==> src/rtl/muldiv_unit.sv <==
// muldiv_unit: iterative signed multiply / divide engine for the ALU MUL and DIV
// opcodes. One result bit is produced per clock through a single shared
// (WIDTH+1)-bit adder/subtractor.
//
// Ports:
//   clock      rising-edge clock
//   reset_n    asynchronous active-low reset
//   start      operation request, accepted only while busy=0 and in IDLE
//   div        operation select sampled with start: 0=MUL, 1=DIV
//   A, B       two's complement operands sampled with start
//   out        MUL: signed product {HI,LO}; DIV: {remainder, quotient}
//   busy       high from the accepting edge until the result is written
//   finished   one-cycle completion pulse; out is valid from that cycle on
//   div_zero   set with finished when a DIV had B=0; cleared on next accept
//   state_dbg  current FSM state (0=IDLE, 1=CALC, 2=DONE) for observation
//
// Handshake: start is a request sampled on the rising edge; it is taken only
// when the unit is in IDLE (busy=0 and not in the DONE cycle). A start seen at
// any other time is dropped, not queued. Operands need only be valid on the
// accepting edge. Completion is signalled by a single-cycle finished pulse.
module muldiv_unit #(
  parameter int WIDTH = 32
) (
  input  logic               clock,
  input  logic               reset_n,
  input  logic               start,
  input  logic               div,
  input  logic [WIDTH-1:0]   A,
  input  logic [WIDTH-1:0]   B,
  output logic [2*WIDTH-1:0] out,
  output logic               busy,
  output logic               finished,
  output logic               div_zero,
  output logic [1:0]         state_dbg
);

  localparam int CW = $clog2(WIDTH + 1);

  typedef enum logic [1:0] {
    S_IDLE = 2'd0,
    S_CALC = 2'd1,
    S_DONE = 2'd2
  } state_t;

  state_t state, state_next;

  logic [CW-1:0]    count;
  // hi: Booth accumulator (MUL) or partial remainder (DIV). One guard bit so
  //     the most negative multiplicand and the shifted remainder never overflow.
  // lo: multiplier (MUL) or dividend magnitude turning into quotient (DIV).
  // m : sign-extended multiplicand (MUL) or zero-extended |divisor| (DIV).
  logic [WIDTH:0]   hi;
  logic [WIDTH:0]   m;
  logic [WIDTH-1:0] lo;
  logic             q_1;
  logic             op_div;
  logic             dz;
  logic             neg_q;
  logic             neg_r;

  logic             accept;
  logic             last_step;
  logic [WIDTH:0]   shifted;
  logic [WIDTH:0]   add_a;
  logic             add_sub;
  logic [WIDTH:0]   sum;
  logic [WIDTH:0]   booth_hi;
  logic [WIDTH-1:0] quot;
  logic [WIDTH-1:0] rem;
  logic [2*WIDTH-1:0] result;

  assign accept    = (state == S_IDLE) && start;
  // Divide-by-zero leaves CALC on its first edge; otherwise after WIDTH steps.
  assign last_step = (state == S_CALC) && (dz || (count == CW'(WIDTH)));
  assign state_dbg = state;

  // ---------------------------------------------------------------- FSM
  always_ff @(posedge clock or negedge reset_n) begin
    if (!reset_n) state <= S_IDLE;
    else          state <= state_next;
  end

  always_comb begin
    state_next = state;
    case (state)
      S_IDLE:  if (start) state_next = S_CALC;
      S_CALC:  if (last_step) state_next = S_DONE;
      S_DONE:  state_next = S_IDLE;
      default: state_next = S_IDLE;
    endcase
  end

  // ---------------------------------------------------- shared adder
  always_comb begin
    shifted = {hi[WIDTH-1:0], lo[WIDTH-1]};
    add_a   = hi;
    add_sub = 1'b0;
    if (op_div) begin
      // Restoring trial subtraction of the divisor from the shifted remainder.
      add_a   = shifted;
      add_sub = 1'b1;
    end else begin
      // Booth pair {q0, q-1} = 10 subtracts, 01 adds.
      add_sub = lo[0] && !q_1;
    end
    sum = add_a + (add_sub ? ~m : m) + {{WIDTH{1'b0}}, add_sub};
  end

  assign booth_hi = (lo[0] ^ q_1) ? sum : hi;

  // Sign fix-up of the magnitude quotient / remainder.
  assign quot = neg_q ? -lo : lo;
  assign rem  = neg_r ? -hi[WIDTH-1:0] : hi[WIDTH-1:0];

  always_comb begin
    result = {hi[WIDTH-1:0], lo};
    if (dz)          result = {hi[WIDTH-1:0], {WIDTH{1'b1}}};
    else if (op_div) result = {rem, quot};
  end

  // ------------------------------------------------------- datapath
  always_ff @(posedge clock or negedge reset_n) begin
    if (!reset_n) begin
      out      <= '0;
      busy     <= 1'b0;
      finished <= 1'b0;
      div_zero <= 1'b0;
      count    <= '0;
      hi       <= '0;
      lo       <= '0;
      m        <= '0;
      q_1      <= 1'b0;
      op_div   <= 1'b0;
      dz       <= 1'b0;
      neg_q    <= 1'b0;
      neg_r    <= 1'b0;
    end else begin
      finished <= 1'b0;
      if (accept) begin
        busy     <= 1'b1;
        div_zero <= 1'b0;
        op_div   <= div;
        count    <= '0;
        q_1      <= 1'b0;
        neg_q    <= A[WIDTH-1] ^ B[WIDTH-1];
        neg_r    <= A[WIDTH-1];
        dz       <= div && (B == '0);
        if (div) begin
          lo <= A[WIDTH-1] ? -A : A;
          m  <= {1'b0, (B[WIDTH-1] ? -B : B)};
          // On divide-by-zero hi carries the raw dividend straight to out.
          hi <= (B == '0) ? {A[WIDTH-1], A} : '0;
        end else begin
          hi <= '0;
          lo <= B;
          m  <= {A[WIDTH-1], A};
        end
      end else if (state == S_CALC) begin
        if (last_step) begin
          out      <= result;
          finished <= 1'b1;
          busy     <= 1'b0;
          div_zero <= dz;
        end else begin
          count <= count + CW'(1);
          if (op_div) begin
            if (!sum[WIDTH]) begin
              hi <= sum;
              lo <= {lo[WIDTH-2:0], 1'b1};
            end else begin
              hi <= shifted;
              lo <= {lo[WIDTH-2:0], 1'b0};
            end
          end else begin
            hi  <= {booth_hi[WIDTH], booth_hi[WIDTH:1]};
            lo  <= {booth_hi[0], lo[WIDTH-1:1]};
            q_1 <= lo[0];
          end
        end
      end
    end
  end

endmodule

==> config.mk <==
export PLATFORM = sky130hd
export DESIGN_NAME = muldiv_unit
export DESIGN_NICKNAME = d
export VERILOG_FILES = /design/src/rtl/muldiv_unit.sv
export SDC_FILE = /design/constraint.sdc
export NUM_CORES = 1
export LEC_CHECK = 0
export ABC_AREA = 0
export BUFFER_PORTS_ARGS = -buffer_cell sky130_fd_sc_hd__clkbuf_2
export CORE_MARGIN = 1
export CORE_UTILIZATION = 50
export DETAILED_ROUTE_END_ITERATION = 8
export PLACE_DENSITY = 0.68
export SETUP_SLACK_MARGIN = 0.15
export SYNTH_ARGS = -nofsm -noshare
export SYNTH_HDL_FRONTEND = slang
export SYNTH_SLANG_ARGS = --single-unit
export TNS_END_PERCENT = 50
==> constraint.sdc <==
create_clock -name clock -period 5.8 [get_ports clock]
set_input_delay 0.29 -clock clock [delete_from_list [all_inputs] [get_ports clock]]
set_output_delay 0.29 -clock clock [all_outputs]
set_load 0.01 [all_outputs]
==> results of run 1 <==
-- registers in the layout, indices dropped and copies added, names as in the netlist --
signal and flops:
busy 1, count 6, div_zero 1, dz 1, finished 1, hi 33, lo 32, m 33
neg_q 1, neg_r 1, op_div 1, out 64, q_1 1, state_dbg 2
-- layout make-up --
class	instances	share of cell area
Antenna cell	2	0.000327
Clock buffer	17	0.0278
Clock inverter	14	0.00949
Inverter	23	0.00564
Multi-Input combinational cell	1381	0.578
Sequential cell	178	0.291
Tap cell	372	0.0304
Timing Repair Buffer	160	0.0570
-- through the flow --
stage	worst slack, ns	instances	util
floorplan	1.32	1719	-
global placement	0.972	2113	0.543
detailed placement	0.933	2113	0.543
CTS	0.885	2145	0.564
global route	0.522	2147	0.564
finish	0.853	2147	0.564
-- kinds of logic (layout without fill, tap and decap cells) --
logic type,Yosys count,count (layout),synth area share
AOI/OAI and AO/OA,553,553,0.244
DFF,178,178,0.320
other,0,2,0
muxes,94,94,0.0706
buffers and inverters,160,214,0.0474
and+or+nand+nor,509,509,0.165
adders and majority gates,39,39,0.0356
xor gates and xnor gates,186,186,0.117
-- per-layer routing --
metal	vias to the layer above	wire (um)
li1	6252	-
met1	6352	20100
met2	542	20000
met3	79	3000
met4	0	1410
met5	-	0
-- worst paths after layout --
| kind | startpoint | to | slack [ns] | cells past startpoint |
|---|---|---|---|---|
| worst max register to register | lo[0] | hi[28] | 0.85 | 13 |
| worst min-delay path | B[10] | lo[10] | 0.16 | 3 |
| max in group asynchronous | reset_n | op_div | 3.91 | 3 |
| worst min register to register | m[10] | m[10] | 0.50 | 2 |
| worst max-delay path | lo[0] | hi[28] | 0.85 | 13 |
| min in group asynchronous | reset_n | out[30] | 0.38 | 2 |
-- critical path: cells and delay by family (launching register included) --
| family | cells | cell delay, ns |
|---|---|---|
| AO/OA/AOI/OAI | 8 | 2.84 |
| XOR/XNOR | 1 | 0.15 |
| AND/OR/NAND/NOR | 2 | 0.68 |
| adder cells (fa/ha/maj) | 2 | 0.69 |
| flip-flops | 1 | 0.44 |
-- cells in the final DEF (no fill, tap or decap), types with 22 or more instances in the layout --
cell type  synthesis  final
xnor2_1           81     81
o211ai_1          39     39
nor3_1            22     22
o31ai_1           36     36
ha_1              38     38
buf_4              2     24
o21ai_0          182    182
dfrtp_1          178    177
mux2i_1           61     61
mux2_2            33     33
a21oi_1          153    153
xor2_1           105    104
nor2_1           163    161
clkbuf_2           1    134
nand2_1          211    211
-- repair_timing --
action | CTS | global route
hold endpoints to repair | 55 | 0
buffers inserted | 0 | 0
hold buffers | 1 | 0
resized for setup | 0 | 0
==> summary.md, run 1 <==
| Metric | Value |
|---|---|
| Final routed DRC violation total | 0 |
| Core area | around 0.027 mm2 |
| FP Rows | 60 |
| Drt via density | 6.16 |
| Num CTS Buffers | 17 |
| Die area | roughly 0.028 mm2 |
| FILL cells | 2586 |
| Area Growth Syn to Fin | 9.96% |
| Largest cells by area after synthesis | dfrtp_1 32%, xor2_1 6.6%, o21ai_0 6.5%, nand2_1 5.7%, a21oi_1 5.5% |
| Critical path class | reg2reg |
| Synth Register Bits | 178 |
| YS warnings | 0 |
| Synth top area share | 0.320 |
| Area leader, netlist | dfrtp_1 |
| Dominant synthesized flop cell | dfrtp_1 |
| Unrepaired setup endpoints after global routing | no |
| CTS tree | done |
| Antenna-violating nets left | 0 |
| CTS sink cnt | 178 |
| Ports | 137 |
| Final hold vios | 0 |
| Slew margin rel. | 0.322 |
| Slowest CP cell | a211oi_1 |
| Setup_tns | 0 ns |
| Commonest cells post-synth | 211 x nand2_1, 182 x o21ai_0, 178 x dfrtp_1 |
| Critical-path cell list | ha_1 > nor2_4 > xnor2_1 > ha_1 > nand2_1 > a211oi_1 > a31oi_1 > o21ai_0 > a31oi_1 > o21ai_0 > a21oi_1 > a311oi_1 > o31ai_1 |
| MaxCap Viol Count | 0 |
| Largest net degree at the start of global routing | 106 |
| Fraction of layout cells with a size suffix above 1 | 0.143 |
| WL per Instance | 20.7 um |
| Post-synth net total | 1826 |
| Fin crit share | 0.853 |
| GP Congestion | 0.934 |
| Die width | approximately 170 um |
| Max Buffers Root-to-Sink | 2 |
| Register area | 0.00446 mm2 |
| Slowest stage delay, CP | around 0.7 ns |
| Met3 Use GR | 0.0421 |
| Fin area | 0.0153 mm2 |
| Number of synthesized flops with an enable pin | 0 |
| Detailed Route WL | 44500 um |
| Clk Tree Root Cell | clkbuf_16 |
| Placed cell area | around 0.015 mm2 |
| Port bufs | between 100 and 150 |
| Clk_skew | 0.0149 ns |
| Final setup vio count | 0 |
| Distinct cells, synth | 73 |
| Total GRT Usage | 0.317 |
| Antenna violations before repair | 2 |
| Via count | approximately 13000 |
| Met2 Track Usage GR | 0.492 |
| Register area share after synthesis | 0.320 |
| Worst-margin pin slew | approximately 1.0 ns |
| Mean area per synthesized cell | 8.09 um2 |
| DIE HEIGHT | 169 um |
| GRT busiest layer | met2 |
| Status | finished, final reports clean |
| Met1 Use GR | 0.445 |
| Multi-input gate area | between 0.008 and 0.009 mm2 |
| Clock period minus final worst setup slack | 4.95 ns |
| Hold Crit Class | in2reg |
| Mapped Area | 0.0139 mm2 |
| Iter 0 DRT Violations | about 1300 |
| CTS H-tree lvls | 4 |
| Synth Instances | 1719 |
| First-pass GRT wire length | 70000 um |
| Total congestion overflow | 0 |
| Clock latency on the worst-skew pair | 0.45 ns |
| Fmax | 0.202 GHz |
| Detailed Place HPWL | 32600 um |
| FFs w/ async S/R, synth | 1.00 |
| Worst setup EP type | flop |
| Count leader, synth | nand2_1 |
| Initial Util | 0.513 |
| Drt pass-1 iters | 5 |
| Worst path required time | slightly above 6 ns |
| Max-slew violation count | 0 |
| Type of origin of the critical path | flop |
| Vias in the first global route | 12300 |
| WP data arrival | 5.25 ns |
| NumNets Final | 1868 |
| Largest fanout on the critical path | 19 |
| Clock-pin slew on the worst setup and hold paths | 0.08 ns |
| WHS | ~0.16 ns |
Power of run 1 is left out: the tool's default activity adds up to more than one toggle a clock period on the data nets, which glitch-free logic cannot reach.
==> inputs of run 2 (changes only) <==
==> constraint.sdc (replaced) <==
create_clock -name clock -period 5.8 [get_ports clock]
set_input_delay 0 -clock clock [delete_from_list [all_inputs] [get_ports clock]]
set_output_delay 0 -clock clock [all_outputs]
set_load 0.01 [all_outputs]
==> run 2 against run 1 <==
Clock skew increased by 0.0022 ns. Cell area increased by 2.6%. Final cell count increased by 1.8%. Setup slack got worse by 0.035 ns. Via count increased by 2.2%. Worst hold slack got worse by 0.14 ns. Die area unchanged. Critical path type unchanged.
==> summary.md, run 2 (synthesis results as in run 1) <==
| Metric | Value |
|---|---|
| Status | finished, final reports clean |
| Largest net degree at the start of global routing | 108 |
| Clock period minus final worst setup slack | 4.98 ns |
| Antenna-violating nets left | 0 |
| MaxCap Viol Count | 0 |
| CTS H-tree lvls | 4 |
| WP buf/inv | 0 |
| FP Rows | 60 |
| Area Growth Syn to Fin | 12.9% |
| Detailed Route WL | 44700 um |
| Clock-pin slew on the worst setup and hold paths | ~0.07 ns |
| First-pass GRT wire length | 70200 um |
| Kind of cell adding the most delay to the critical path | compound AO/OA/AOI/OAI gates |
| Initial Util | 0.513 |
| Drt via density | 6.18 |
| Multi-input gate area | 0.00884 mm2 |
| Core Util, Final | 0.579 |
| Setup_tns | 0 ns |
| Iter 0 DRT Violations | 1347 |
| DIE HEIGHT | 169 um |
| Worst reg2reg startpoint | lo[0] |
| Fraction of layout cells with a size suffix above 1 | 0.139 |
| Fmax | 0.201 GHz |
| Hold Buf Count CTS | 42 |
| Hold Crit Start | A[2] |
| Detailed Place HPWL | 32500 um |
| Critical path class | reg2reg |
| Total congestion overflow | 0 |
| Max Buffers Root-to-Sink | 2 |
| NumNets Final | 1908 |
| Slew margin rel. | 0.328 |
| Slowest CP cell | a211oi_1 |
| CTS tree | done |
| Vias in the first global route | about 12000 |
| Top Registers | out x64, hi x33, m x33 |
| Commonest non-fill, non-tap cells in the layout | 211 x nand2_1, 182 x o21ai_0, 177 x dfrtp_1 |
| Worst R2R Path Depth | 13 |
| FF-to-FF setup slack | between 0.8 and 0.9 ns |
| CTS sink cnt | 178 |
| Die width | 169 um |
| Worst setup EP type | flop |
| Max reg flops | 64 |
| Max-slew violation count | 0 |
| Fin crit share | 0.859 |
| Antenna Cells | 0 |
| FILL cells | 2508 |
| Largest fanout on the critical path | 19 |
| Post-CTS Resized | 0 |
| Post-CTS setup buffer count | 0 |
| Die area | 0.0285 mm2 |
| Final worst slack | roughly 0.82 ns |
| Hold Path Sink | m[2] |
| Antenna violations before repair | 0 |
| Clk Tree Root Cell | clkbuf_16 |
| Clk_skew | 0.0170 ns |
| GP Congestion | 0.936 |
| Total GRT Usage | 0.317 |
| Hold Crit Class | in2reg |
| Critical-path cell list | ha_1 > nor2_4 > xnor2_1 > ha_1 > nand2_1 > a211oi_1 > a31oi_1 > o21ai_0 > a31oi_1 > o21ai_0 > a21oi_1 > a311oi_1 > o31ai_1 |
| Unrepaired setup endpoints after global routing | no |
| Slowest stage delay, CP | 0.74 ns |
| WP data arrival | 5.27 ns |
| Reg-to-Reg End | hi[28] |
| Drt pass-1 iters | 5 |
| Num CTS Buffers | 17 |
| Worst slack, placed | around 0.9 ns |
| Final hold vios | 0 |
| Port bufs | 136 |
| Most common cell after layout, fill and taps aside | nand2_1 |
| Final setup vio count | 0 |
| Register area | 0.00446 mm2 |
| Core area | approximately 0.027 mm2 |
| WL per Instance | 20.5 um |
| Worst-margin pin slew | 1.01 ns |
| Ports | about 140 |
| Final routed DRC violation total | 0 |
| Most flops, register | out |
| Via count | 13500 |
| Type of origin of the critical path | flop |
| Hold path depth | 3 |
| Clock latency on the worst-skew pair | 0.44 ns |
| Worst path required time | 6.09 ns |
[run 2: metrics by stage]
step	cell area, um2	hold WS [ns]	std cells
final	15700	0.0182	2186
after global routing	15700	0.00741	2186
after CTS	15700	0.00356	2186
after detailed placement	14700	0.221	2112
after global placement	14700	0.209	2112
after floorplan	13900	-0.296	1719
[run 2: per-layer routing]
layer,part of all wire,GRT usage
met4,0.034,0.119
met5,0,0
met3,0.076,0.0540
met2,0.45,0.492
met1,0.44,0.441
[run 2: how the worst max path moves through the flow]
stage,startpoint,to,cells after the start
2_1_floorplan,op_div,hi[6],17
3_3_place_gp,lo[0],hi[31],14
3_5_place_dp,lo[0],hi[28],13
4_1_cts,lo[0],hi[28],13
5_1_grt,lo[0],hi[28],13
6_report,lo[0],hi[28],13
[run 2: worst min-delay path, delay by kind of cell]
kind,cells,cell delay (ns)
buffers and inverters,1,0.17
AO/OA/AOI/OAI,2,0.23
[run 2: area by class of cell]
type / count / area share
flip-flops and latches: 178 / 0.284
multi-input cells: 1381 / 0.563
inverters: 23 / 0.00550
well taps: 372 / 0.0296
clock buffers: 18 / 0.0280
clock inverters: 14 / 0.00869
repair buffers: 200 / 0.0812
Power of run 2 is left out for the same reason.
